## src/rtl/qam_mapper_if.sv

```systemverilog
// Bit-stream in / constellation-point out bundle for the 802.11a subcarrier mapper.
// The master drives the coded bit stream and rate; the slave (mapper) returns I/Q points.
interface qam_mapper_if #(parameter int W = 8);
    logic                x;
    logic                InValid;
    logic [3:0]          Rate;
    logic signed [W-1:0] I;
    logic signed [W-1:0] Q;
    logic                OutValid;
    logic [5:0]          SubIdx;
    logic                SymEnd;
    logic                RateErr;

    modport master (output x, InValid, Rate,
                    input  I, Q, OutValid, SubIdx, SymEnd, RateErr);
    modport slave  (input  x, InValid, Rate,
                    output I, Q, OutValid, SubIdx, SymEnd, RateErr);
endinterface

```

## src/rtl/qam_mapper.sv

```systemverilog
// 802.11a subcarrier mapper: groups Nbpsc interleaved bits into one Kmod-scaled,
// Gray-mapped I/Q point and counts 48 data subcarriers per OFDM symbol.
module qam_mapper #(
    parameter int W = 8
) (
    input  logic         Clk,
    input  logic         Reset,
    input  logic         Start,
    qam_mapper_if.slave  bus
);

    logic [3:0] rate_l;
    logic [2:0] bit_cnt;
    logic [4:0] grp;
    logic [5:0] grp_nxt;
    logic [5:0] sub_cnt;
    logic [2:0] last_bit;
    logic       legal;
    logic signed [7:0] i_lv, q_lv;

    function automatic logic signed [7:0] lv_qpsk(input logic b);
        return b ? 8'sd45 : -8'sd45;
    endfunction

    function automatic logic signed [7:0] lv_16(input logic [1:0] g);
        case (g)
            2'b00:   return -8'sd61;
            2'b01:   return -8'sd20;
            2'b11:   return  8'sd20;
            default: return  8'sd61;
        endcase
    endfunction

    function automatic logic signed [7:0] lv_64(input logic [2:0] g);
        case (g)
            3'b000:  return -8'sd69;
            3'b001:  return -8'sd49;
            3'b011:  return -8'sd30;
            3'b010:  return -8'sd10;
            3'b110:  return  8'sd10;
            3'b111:  return  8'sd30;
            3'b101:  return  8'sd49;
            default: return  8'sd69;
        endcase
    endfunction

    always_comb begin
        legal    = 1'b1;
        last_bit = 3'd0;
        case (rate_l)
            4'b1101, 4'b1111: last_bit = 3'd0;
            4'b0101, 4'b0111: last_bit = 3'd1;
            4'b1001, 4'b1011: last_bit = 3'd3;
            4'b0001, 4'b0011: last_bit = 3'd5;
            default:          legal    = 1'b0;
        endcase
    end

    // Shift left so the first-received bit b0 ends up as the MSB of the group window
    assign grp_nxt = {grp, bus.x};

    always_comb begin
        i_lv = '0;
        q_lv = '0;
        case (last_bit)
            3'd0: i_lv = grp_nxt[0] ? 8'sd64 : -8'sd64;
            3'd1: begin
                i_lv = lv_qpsk(grp_nxt[1]);
                q_lv = lv_qpsk(grp_nxt[0]);
            end
            3'd3: begin
                i_lv = lv_16(grp_nxt[3:2]);
                q_lv = lv_16(grp_nxt[1:0]);
            end
            default: begin
                i_lv = lv_64(grp_nxt[5:3]);
                q_lv = lv_64(grp_nxt[2:0]);
            end
        endcase
    end

    assign bus.RateErr = ~legal;

    always_ff @(posedge Clk or posedge Reset) begin
        if (Reset) begin
            rate_l       <= 4'b0011;
            bit_cnt      <= '0;
            grp          <= '0;
            sub_cnt      <= '0;
            bus.I        <= '0;
            bus.Q        <= '0;
            bus.OutValid <= 1'b0;
            bus.SubIdx   <= '0;
            bus.SymEnd   <= 1'b0;
        end else if (!Start) begin
            rate_l       <= bus.Rate;
            bit_cnt      <= '0;
            grp          <= '0;
            sub_cnt      <= '0;
            bus.I        <= '0;
            bus.Q        <= '0;
            bus.OutValid <= 1'b0;
            bus.SubIdx   <= '0;
            bus.SymEnd   <= 1'b0;
        end else begin
            bus.OutValid <= 1'b0;
            bus.SymEnd   <= 1'b0;
            // Rate may only change on an OFDM symbol boundary
            if (bit_cnt == 3'd0 && sub_cnt == 6'd0)
                rate_l <= bus.Rate;
            if (bus.InValid && legal) begin
                grp <= grp_nxt[4:0];
                if (bit_cnt == last_bit) begin
                    bit_cnt      <= '0;
                    bus.I        <= W'(i_lv);
                    bus.Q        <= W'(q_lv);
                    bus.OutValid <= 1'b1;
                    bus.SubIdx   <= sub_cnt;
                    bus.SymEnd   <= (sub_cnt == 6'd47);
                    sub_cnt      <= (sub_cnt == 6'd47) ? 6'd0 : sub_cnt + 6'd1;
                end else begin
                    bit_cnt <= bit_cnt + 3'd1;
                end
            end
        end
    end

endmodule

```

## src/flat_wrapper.sv

```systemverilog
// flat-port wrapper written by rule: the top's interface ports become plain ports
module qam_mapper_flat 
#(
    parameter int W = 8
)
  (Clk, Reset, Start, bus_x, bus_InValid, bus_Rate, bus_I, bus_Q, bus_OutValid, bus_SubIdx, bus_SymEnd, bus_RateErr);
  qam_mapper_if #(.W(W)) bus_i ();
  input  logic Clk;
  input  logic Reset;
  input  logic Start;
  input wire logic [$bits(bus_i.x)-1:0] bus_x;
  input wire logic [$bits(bus_i.InValid)-1:0] bus_InValid;
  input wire logic [$bits(bus_i.Rate)-1:0] bus_Rate;
  output wire logic [$bits(bus_i.I)-1:0] bus_I;
  output wire logic [$bits(bus_i.Q)-1:0] bus_Q;
  output wire logic [$bits(bus_i.OutValid)-1:0] bus_OutValid;
  output wire logic [$bits(bus_i.SubIdx)-1:0] bus_SubIdx;
  output wire logic [$bits(bus_i.SymEnd)-1:0] bus_SymEnd;
  output wire logic [$bits(bus_i.RateErr)-1:0] bus_RateErr;
  assign bus_i.x = bus_x;
  assign bus_i.InValid = bus_InValid;
  assign bus_i.Rate = bus_Rate;
  assign bus_I = bus_i.I;
  assign bus_Q = bus_i.Q;
  assign bus_OutValid = bus_i.OutValid;
  assign bus_SubIdx = bus_i.SubIdx;
  assign bus_SymEnd = bus_i.SymEnd;
  assign bus_RateErr = bus_i.RateErr;
  qam_mapper #(.W(W)) u_core (.Clk(Clk), .Reset(Reset), .Start(Start), .bus(bus_i));
endmodule
```

## config.mk

```make
export PLATFORM = sky130hd
export DESIGN_NAME = qam_mapper_flat
export DESIGN_NICKNAME = d
export VERILOG_FILES = /design/src/rtl/qam_mapper_if.sv /design/src/rtl/qam_mapper.sv /design/src/flat_wrapper.sv
export SDC_FILE = /design/constraint.sdc
export NUM_CORES = 1
export LEC_CHECK = 0
export ABC_AREA = 1
export CAP_MARGIN = 20
export CORE_MARGIN = 2
export CORE_UTILIZATION = 55
export DETAILED_ROUTE_END_ITERATION = 7
export PLACE_DENSITY = 0.88
export SYNTH_ARGS = -nofsm -noshare
export SYNTH_HDL_FRONTEND = slang
export SYNTH_SLANG_ARGS = --single-unit
export TNS_END_PERCENT = 5
```

## constraint.sdc

```tcl
create_clock -name Clk -period 2.1 [get_ports Clk]
set_input_delay 0.21 -clock Clk [delete_from_list [all_inputs] [get_ports Clk]]
set_output_delay 0.21 -clock Clk [all_outputs]
set_load 0.02 [all_outputs]
```

==> results of run 1 <==
[sequential cells by signal (all words and copies together), names as in the netlist, 3 cells and up]
name	count
u_core.bus.I	8
u_core.bus.Q	8
u_core.bus.SubIdx	6
u_core.sub_cnt	6
u_core.grp	5
u_core.bit_cnt	3
u_core.rate_l	3
[worst max path at each step]
stage                                  to              from  cells after the start  slack (ns)
final                         bus_RateErr  u_core.rate_l[0]                      2        0.30
after global routing      u_core.bus.Q[5]     u_core.grp[0]                      8        0.09
after CTS                     bus_RateErr  u_core.rate_l[0]                      2        0.29
after detailed placement  u_core.bus.Q[5]             bus_x                      9        0.15
after global placement    u_core.bus.Q[5]             bus_x                      9        0.14
after floorplan           u_core.bus.Q[5]     u_core.grp[0]                      8        0.53
[worst register-to-register path: stages (launching register included)]
cell     delay [ns]
dfrtp_1        0.43
inv_1          0.18
ha_1           0.28
o21ai_0        0.30
nand3_1        0.22
nand2_1        0.10
nand2_1        0.06
nand3_1        0.08
nand2_1        0.05
[per-stage QoR]
step | setup WS (ns) | instance area [sq um] | hold WS (ns) | utilization
6_report | 0.301 | 2910 | 0.338 | 0.673
5_1_grt | 0.0902 | 2910 | 0.394 | 0.673
4_1_cts | 0.289 | 2910 | 0.363 | 0.673
3_5_place_dp | 0.149 | 2820 | 0.490 | 0.653
3_3_place_gp | 0.144 | 2820 | 0.480 | 0.653
2_1_floorplan | 0.528 | 2460 | 0.325 | -
[routing by layer]
metal	vias up	wire length [microns]	GRT usage
li1	1088	-	-
met2	73	2390	0.350
met1	1012	2540	0.331
met4	0	63	0.0671
met3	5	306	0.0413
met5	-	0	0
[power by group]
group          leakage, uW  total [uW]  internal [uW]  switching (uW)
clock network    0.0000439         506            229             276
registers         0.000562         877            832            45.1
logic             0.000852         507            178             329
[cell type report]
class,instances,area [sq um]
clock buffers,5,68.8
fillers,352,1410
multi-input cells,227,1260
clock inverters,3,17.5
flip-flops and latches,41,1030
repair buffers,38,378
well taps,52,65.1
inverters,26,97.6
[placed cells by master (no fill, tap or decap), drive strengths merged]
| master | instances |
|---|---|
| a22oi | 3 |
| a21oi | 6 |
| nor2 | 18 |
| o31ai | 3 |
| xnor2 | 1 |
| dfrtp | 40 |
| nand2 | 87 |
| nand3 | 55 |
| clkbuf | 5 |
| dfstp | 1 |
| o21ai | 17 |
| nand4 | 6 |
| clkdlybuf4s50 | 32 |
| clkinvlp | 1 |
| o22ai | 5 |
| o211ai | 5 |
| buf | 6 |
| inv | 24 |
| ha | 17 |
| xor2 | 3 |
| nor3 | 1 |
| clkinv | 4 |
[cells by family (layout without fill, tap and decap cells)]
kind of cell | count (synthesis) | in the layout | synth area share
simple gates | 167 | 167 | 0.315
flops | 41 | 41 | 0.418
compound gates | 39 | 39 | 0.0953
buf+inv | 37 | 72 | 0.0703
fa+ha+maj | 17 | 17 | 0.0866
xor+xnor | 4 | 4 | 0.0143
==> out/qor.yml, run 1 <==
grt_overflow: 0
htreeDepth: 2
reg2reg_from: "u_core.grp[0]"
critPathTopFamily: "flip-flops"
clkSinkCount: 41
yosysTopAreaCellShare: 0.408
synth.net_count: 331
setup_tns_ns: 0
cp_data_required_time_ns: 1.89
wl_mm: 5.30
synthCells: 305
synth_flop_cell: "dfrtp_1"
yosysMostFrequentCell: "nand2_1"
finClkSkew_ns: 0.00552
finalPower_uw: 1890
io_buffers: 32
die-area_sq_um: 5020
reg2reg_depth: 8
syn2layout_area_growth_pct: 18.5
max-cap-violations: 0
vias_per_cell: 5.56
grt_pass1_vias: 1991
worst_path_largest_cell_delay_ns: 0.68
drtIter0Drc: 226
dp.cells: 384
insertedDiodeCount: 0
synth_seq_area_share: 0.418
grt_pass1_wl_mm: 9.18
min_period_ns: 1.80
fin_cells: 392
synth_area_leaders: "dfrtp_1, nand2_1, nand3_1"
crit_fanout: 8
avgSynthCellArea_sq_um: 8.05
synth-edff-count: 0
worstMarginPinSlew_ns: 0.510
clk_pin_slew_ns: 0.08
ant_nets: 0
cp-start-kind: "register"
synth_area_leader_cell: "dfrtp_1"
r2r_end: "u_core.bus.Q[5]"
avgRoutedWirePerCell_microns: 13.5
slew_viol_final: 0
first_pass_iters: 4
antenna_found_initial: 0
core_sq_um: 4320
ys_warn_count: 0
p_leak_uw: 0.00146
layout-drive-gt1-share: 0.0882
status: "completed"
crit_buf_inv: 2
cts_hold_buf: 0
syn_area_sq_um: 2460
clk_latency_ns: 0.29
rsz0062_at_grt: "false"
fin_nets: 365
post-cts-setup-buffer-count: 0
p_per_area_nw_per_um2: 649
reg2reg_slack_ns: 0.31
worst_path_max_delay_cell: "dfstp_2"
synth_seq_cells: 41
cts.repair.resized: 0
place_congestion: 0.916
critical_path_class: "reg -> out"
slew_headroom: 0.660
cts_buffers: 5
rows: 24
cts_tree: "yes"
max_freq_mhz: 556
ys_async_sr_fraction: 1.00
finalCritPeriodShare: 0.857
die_w_microns: 70.8
synth_cell_type_count: 30
dp_hpwl_mm: 3.74
cp_cell_sequence: "inv_1 > clkdlybuf4s50_1"
setup_violations: 0
grt_max_degree: 42
die_y_microns: 70.8
crit_arrival_ns: 1.59
synthTopCellsByCount: "nand2_1, nand3_1, dfrtp_1"
gr-usage-all-layers: 0.228
drc: 0
peakVddDrop_uv: 300
start_util: 0.568
cts_root_buffer: "clkbuf_8"
io_pins: 34
end_kind: "primary output"
hp-class: "in -> async"
num_vias: 2178
cts_buffer_depth: 2
hold_violations: 0
Note: power is estimated with default switching activity, not from simulation.
==> run 2, diff against run 1 <==
==> constraint.sdc (replaced) <==
create_clock -name Clk -period 1.8 [get_ports Clk]
set_input_delay 0.18 -clock Clk [delete_from_list [all_inputs] [get_ports Clk]]
set_output_delay 0.18 -clock Clk [all_outputs]
set_load 0.02 [all_outputs]
==> out/qor.yml, run 2 (synthesis results as in run 1) <==
end_kind: "register"
critPathTopFamily: "simple AND/OR/NAND/NOR gates"
min_period_ns: 1.70
drc: 0  # unchanged
core_sq_um: 4320  # unchanged
crit_arrival_ns: 1.88  # +0.29 ns
top_regs: "u_core.bus.I x8, u_core.bus.Q x8"
place_congestion: 0.906  # -1.2%
setup_violations: 0  # unchanged
crit_fanout: 28  # +20
cp_cell_sequence: "nand2_2 > nand2_2 > nand2_2 > nand2_2 > nand4_1 > buf_12 > nand3_1 > nand2_1"
most-common-layout-cells: "nand2_1, nand3_1, dfrtp_1, clkdlybuf4s50_1, inv_1"
cp-endpoint: "u_core.bus.Q[5]"
drtIter0Drc: 252  # +12%
io_buffers: 32  # unchanged
avgRoutedWirePerCell_microns: 13.6  # +0.37%
antenna_found_initial: 0  # unchanged
die_y_microns: 70.8  # unchanged
die_w_microns: 70.8  # unchanged
worst_path_max_delay_cell: "dfstp_2"
place_area_sq_um: 2920  # +3.5%
reg2reg_slack_ns: 0.1  # -0.21 ns
grt_max_degree: 34  # -19%
slew_headroom: 0.694  # +0.0343
rsz0062_at_grt: "false"
grt_pass1_vias: 2088  # +4.9%
final_common_cell: "nand2_1"
final_area_sq_um: 3020  # +3.8%
hp-class: "in -> async"
clk_pin_slew_ns: 0.08  # about the same
cts_buffers: 5  # unchanged
syn2layout_area_growth_pct: 23.0
top_layer: "met4"
dp_hpwl_mm: 3.95  # +5.4%
gr-usage-all-layers: 0.231  # +0.00331
num_vias: 2220  # +1.9%
p_leak_uw: 0.00153  # +5.0%
finalCritPeriodShare: 0.944
max_freq_mhz: 588
reg2reg_from: "u_core.rate_l[0]"
status: "completed"
critPathLaunch: "u_core.rate_l[0]"
fin_util: 0.698  # +0.0255
max-cap-violations: 0  # unchanged
hold_violations: 0  # unchanged
slew_viol_final: 0  # unchanged
cp.depth: 8  # +6
worst_path_largest_cell_delay_ns: 0.67  # about the same
die-area_sq_um: 5020  # unchanged
crit_path_frequent_cell: "nand2_2"
cp-start-kind: "register"
wl_met3_microns: 286  # -6.5%
peakVddDrop_uv: 380  # +27%
wl_met2_mm: 2.63  # +10%
finClkSkew_ns: 0.00587  # +0.000358 ns
cts_root_buffer: "clkbuf_8"
crit_buf_inv: 1  # -1
clkSinkCount: 41  # unchanged
r2r_end: "u_core.bus.Q[5]"
insertedDiodeCount: 0  # unchanged
first_pass_iters: 5  # +1
ant_nets: 0  # unchanged
cts_buffer_depth: 2  # unchanged
grt_overflow: 0  # unchanged
layout-drive-gt1-share: 0.117  # +0.0286
wl_met1_mm: 2.50  # -1.6%
critical_path_class: "reg -> reg"
grt_pass1_wl_mm: 9.33  # +1.6%
reg2reg_depth: 8  # unchanged
cp_data_required_time_ns: 1.98  # +0.09 ns
htreeDepth: 2  # unchanged
start_util: 0.568  # unchanged
io_pins: 34  # unchanged
worstMarginPinSlew_ns: 0.456  # -0.0541 ns
p_per_area_nw_per_um2: 743  # +14%
cts_tree: "yes"
wl_mm: 5.47  # +3.2%
fin_nets: 376  # +3.0%
rows: 24  # unchanged
vias_per_cell: 5.51  # -0.85%
clk_latency_ns: 0.29  # about the same
## run 2: cell count changes in the layout (fill, tap and decap cells not counted), sizes merged
cell           delta
buf              +11
clkdlybuf4s50     -1
dlymetal6s2s      +1
## run 2: per-layer routing
layer,GRT usage,up-vias
met5,0,-
met3,0.0399,4
met1,0.326,1032
li1,-,1105
met2,0.364,79
met4,0.0755,0
## run 2: how the worst min path moves through the flow
| stage | from | end | slack [ns] | cells past startpoint |
|---|---|---|---|---|
| finish | Reset | u_core.bus.Q[2] | 0.16 | 2 |
| global route | Reset | u_core.bus.Q[2] | 0.21 | 2 |
| CTS | Reset | u_core.bus.Q[2] | 0.17 | 2 |
| detailed placement | Reset | u_core.bus.Q[3] | 0.47 | 2 |
| global placement | Reset | u_core.bus.Q[3] | 0.48 | 2 |
| floorplan | bus_Rate[0] | u_core.rate_l[0] | 0.29 | 2 |
## run 2: layout make-up
| type | count | area (sq um) |
|---|---|---|
| Sequential cell | 41 | 1030 |
| Clock inverter | 3 | 17.5 |
| Timing Repair Buffer | 49 | 488 |
| Multi-Input combinational cell | 227 | 1260 |
| Fill cell | 345 | 1300 |
| Tap cell | 52 | 65.1 |
| Clock buffer | 5 | 68.8 |
| Inverter | 26 | 97.6 |
## run 2: what timing repair did
item | in CTS | in global routing
setup endpoints to repair | 0 | 8
buffers inserted | 0 | 1
resized for setup | 0 | 2
hold buffers | 0 | 0
## run 2: report_power, final
part	total, uW	switching [uW]	internal [uW]
Combinational	628	388	241
Sequential	1020	51.9	971
Clock	593	325	268
## run 2: metrics by stage
| stage | power, uW | std cells | hold slack, ns | TNS, ns | setup WS [ns] |
|---|---|---|---|---|---|
| 5_1_grt | 2360 | 403 | 0.213 | 0 | 0.00477 |
| 2_1_floorplan | 1450 | 305 | 0.295 | 0 | 0.228 |
| 3_3_place_gp | 1650 | 394 | 0.476 | 0 | 0.0462 |
| 4_1_cts | 2240 | 402 | 0.172 | 0 | 0.0317 |
| 6_report | 2240 | 403 | 0.164 | 0 | 0.0999 |
| 3_5_place_dp | 1660 | 394 | 0.473 | -0.0272 | -0.0272 |
==> run 3, diff against run 2 <==
==> constraint.sdc (replaced) <==
create_clock -name Clk -period 1.85 [get_ports Clk]
set_input_delay 0.185 -clock Clk [delete_from_list [all_inputs] [get_ports Clk]]
set_output_delay 0.185 -clock Clk [all_outputs]
set_load 0.02 [all_outputs]
==> out/qor.yml, run 3 (synthesis results as in run 1) <==
htreeDepth: 2  # unchanged
syn2layout_area_growth_pct: 23.0  # unchanged
finClkSkew_ns: 0.00824  # +0.00237 ns
critical_path_class: "reg -> out"
top_regs: "u_core.bus.I x8, u_core.bus.Q x8"
seqCellArea_sq_um: 1030  # unchanged
drc: 0  # unchanged
wl_mm: 5.71  # +4.3%
grt_max_degree: 42  # +24%
grt_overflow: 0  # unchanged
worstMarginPinSlew_ns: 0.515  # +0.0586 ns
drtIter0Drc: 269  # +6.7%
pre_cts_ws_ns: 0.0291  # +0.0563 ns
grt_pass1_wl_mm: 9.69  # +3.9%
end_kind: "primary output"
start_util: 0.568  # unchanged
grt_pass1_vias: 2083  # -0.24%
clk_latency_ns: 0.30  # about the same
avgRoutedWirePerCell_microns: 14.2  # +4.9%
rows: 24  # unchanged
final_common_cell: "nand2_1"
io_buffers: 32  # unchanged
min_period_ns: 1.79
gr-usage-all-layers: 0.243  # +0.0117
cts_hold_buf: 0  # unchanged
worst_slack_ns: 0.0597  # -0.0402 ns
ant_nets: 0  # unchanged
die_w_microns: 70.8  # unchanged
slew_viol_final: 0  # unchanged
num_vias: 2298  # +3.5%
hp-class: "in -> async"
rsz0062_at_grt: "false"
place_congestion: 0.920  # +1.6%
crit_arrival_ns: 1.61  # -0.27 ns
hold_violations: 0  # unchanged
layout-drive-gt1-share: 0.109  # -0.00793
cp-start-kind: "register"
status: "completed"
post-cts-setup-buffer-count: 0  # unchanged
multi_input_area_sq_um: 1260  # unchanged
cts_buffer_depth: 2  # unchanged
max_freq_mhz: 559
p_leak_uw: 0.00152  # -0.59%
cts_tree: "yes"
die_y_microns: 70.8  # unchanged
setup_tns_ns: 0  # unchanged
slew_headroom: 0.657  # -0.0372
vias_per_cell: 5.73  # +4.0%
clkSinkCount: 41  # unchanged
p_per_area_nw_per_um2: 782  # +5.3%
die-area_sq_um: 5020  # unchanged
first_pass_iters: 5  # unchanged
max-cap-violations: 0  # unchanged
core_sq_um: 4320  # unchanged
fillers: 336  # -2.6%
fin_nets: 374  # -0.53%
cts_root_buffer: "clkbuf_8"
finalCritPeriodShare: 0.968
setup_violations: 0  # unchanged
clk_pin_slew_ns: 0.08  # about the same
dp_hpwl_mm: 3.98  # +0.91%
most-common-layout-cells: "nand2_1, nand3_1, dfrtp_1, clkdlybuf4s50_1, inv_1"
reg2reg_depth: 8  # unchanged
cts_buffers: 5  # unchanged
peakVddDrop_uv: 328  # -14%
insertedDiodeCount: 0  # unchanged
io_pins: 34  # unchanged
crit_fanout: 8  # -71%
cts.repair.resized: 0  # unchanged
antenna_found_initial: 0  # unchanged
cp_data_required_time_ns: 1.66  # -0.32 ns
run 3: cell type report:
cell class / count / share of cell area
inverters: 26 / 0.0323
flip-flops and latches: 41 / 0.340
well taps: 52 / 0.0215
repair buffers: 47 / 0.152
clock inverters: 1 / 0.00994
multi-input cells: 227 / 0.416
clock buffers: 7 / 0.0286
run 3: worst paths after layout:
path	slack [ns]	startpoint	endpoint
max in group asynchronous	1.17	Reset	u_core.rate_l[0]
min reg2reg	0.50	u_core.bus.SubIdx[3]	u_core.bus.SubIdx[3]
min	0.30	Reset	u_core.bus.Q[6]
min in group Clk	0.43	bus_Rate[0]	u_core.rate_l[0]
max reg2reg	0.14	u_core.rate_l[0]	u_core.bus.Q[3]
max	0.06	u_core.rate_l[0]	bus_RateErr
run 3: where the power goes:
group,switching (uW),internal (uW),leakage (uW)
clock,321,440,0.0000585
combinational,379,225,0.000901
sequential,51.9,945,0.000562
total,752,1610,0.00152
run 3: per-stage QoR:
step                      hold slack (ns)  total power, uW  cell area [sq um]  utilization  instances
after global routing                0.370             2470               3020        0.698        401
after floorplan                     0.300             1410               2460            -        305
after CTS                           0.324             2370               3020        0.698        401
after detailed placement            0.486             1610               2900        0.672        393
after global placement              0.480             1590               2900        0.672        393
final                               0.302             2360               3020        0.698        401
run 3: layer usage:
| metal | global-route usage | wire length, microns | up-vias |
|---|---|---|---|
| met5 | 0 | 0 | - |
| met1 | 0.327 | 2480 | 1074 |
| li1 | - | - | 1100 |
| met3 | 0.0541 | 407 | 22 |
| met4 | 0.0881 | 139 | 0 |
| met2 | 0.387 | 2680 | 102 |
run 3: worst max-delay path, cell delays in order, from the launching register on:
cell and delay, ns:
dfstp_2 0.68, inv_1 0.08, clkdlybuf4s50_1 0.54
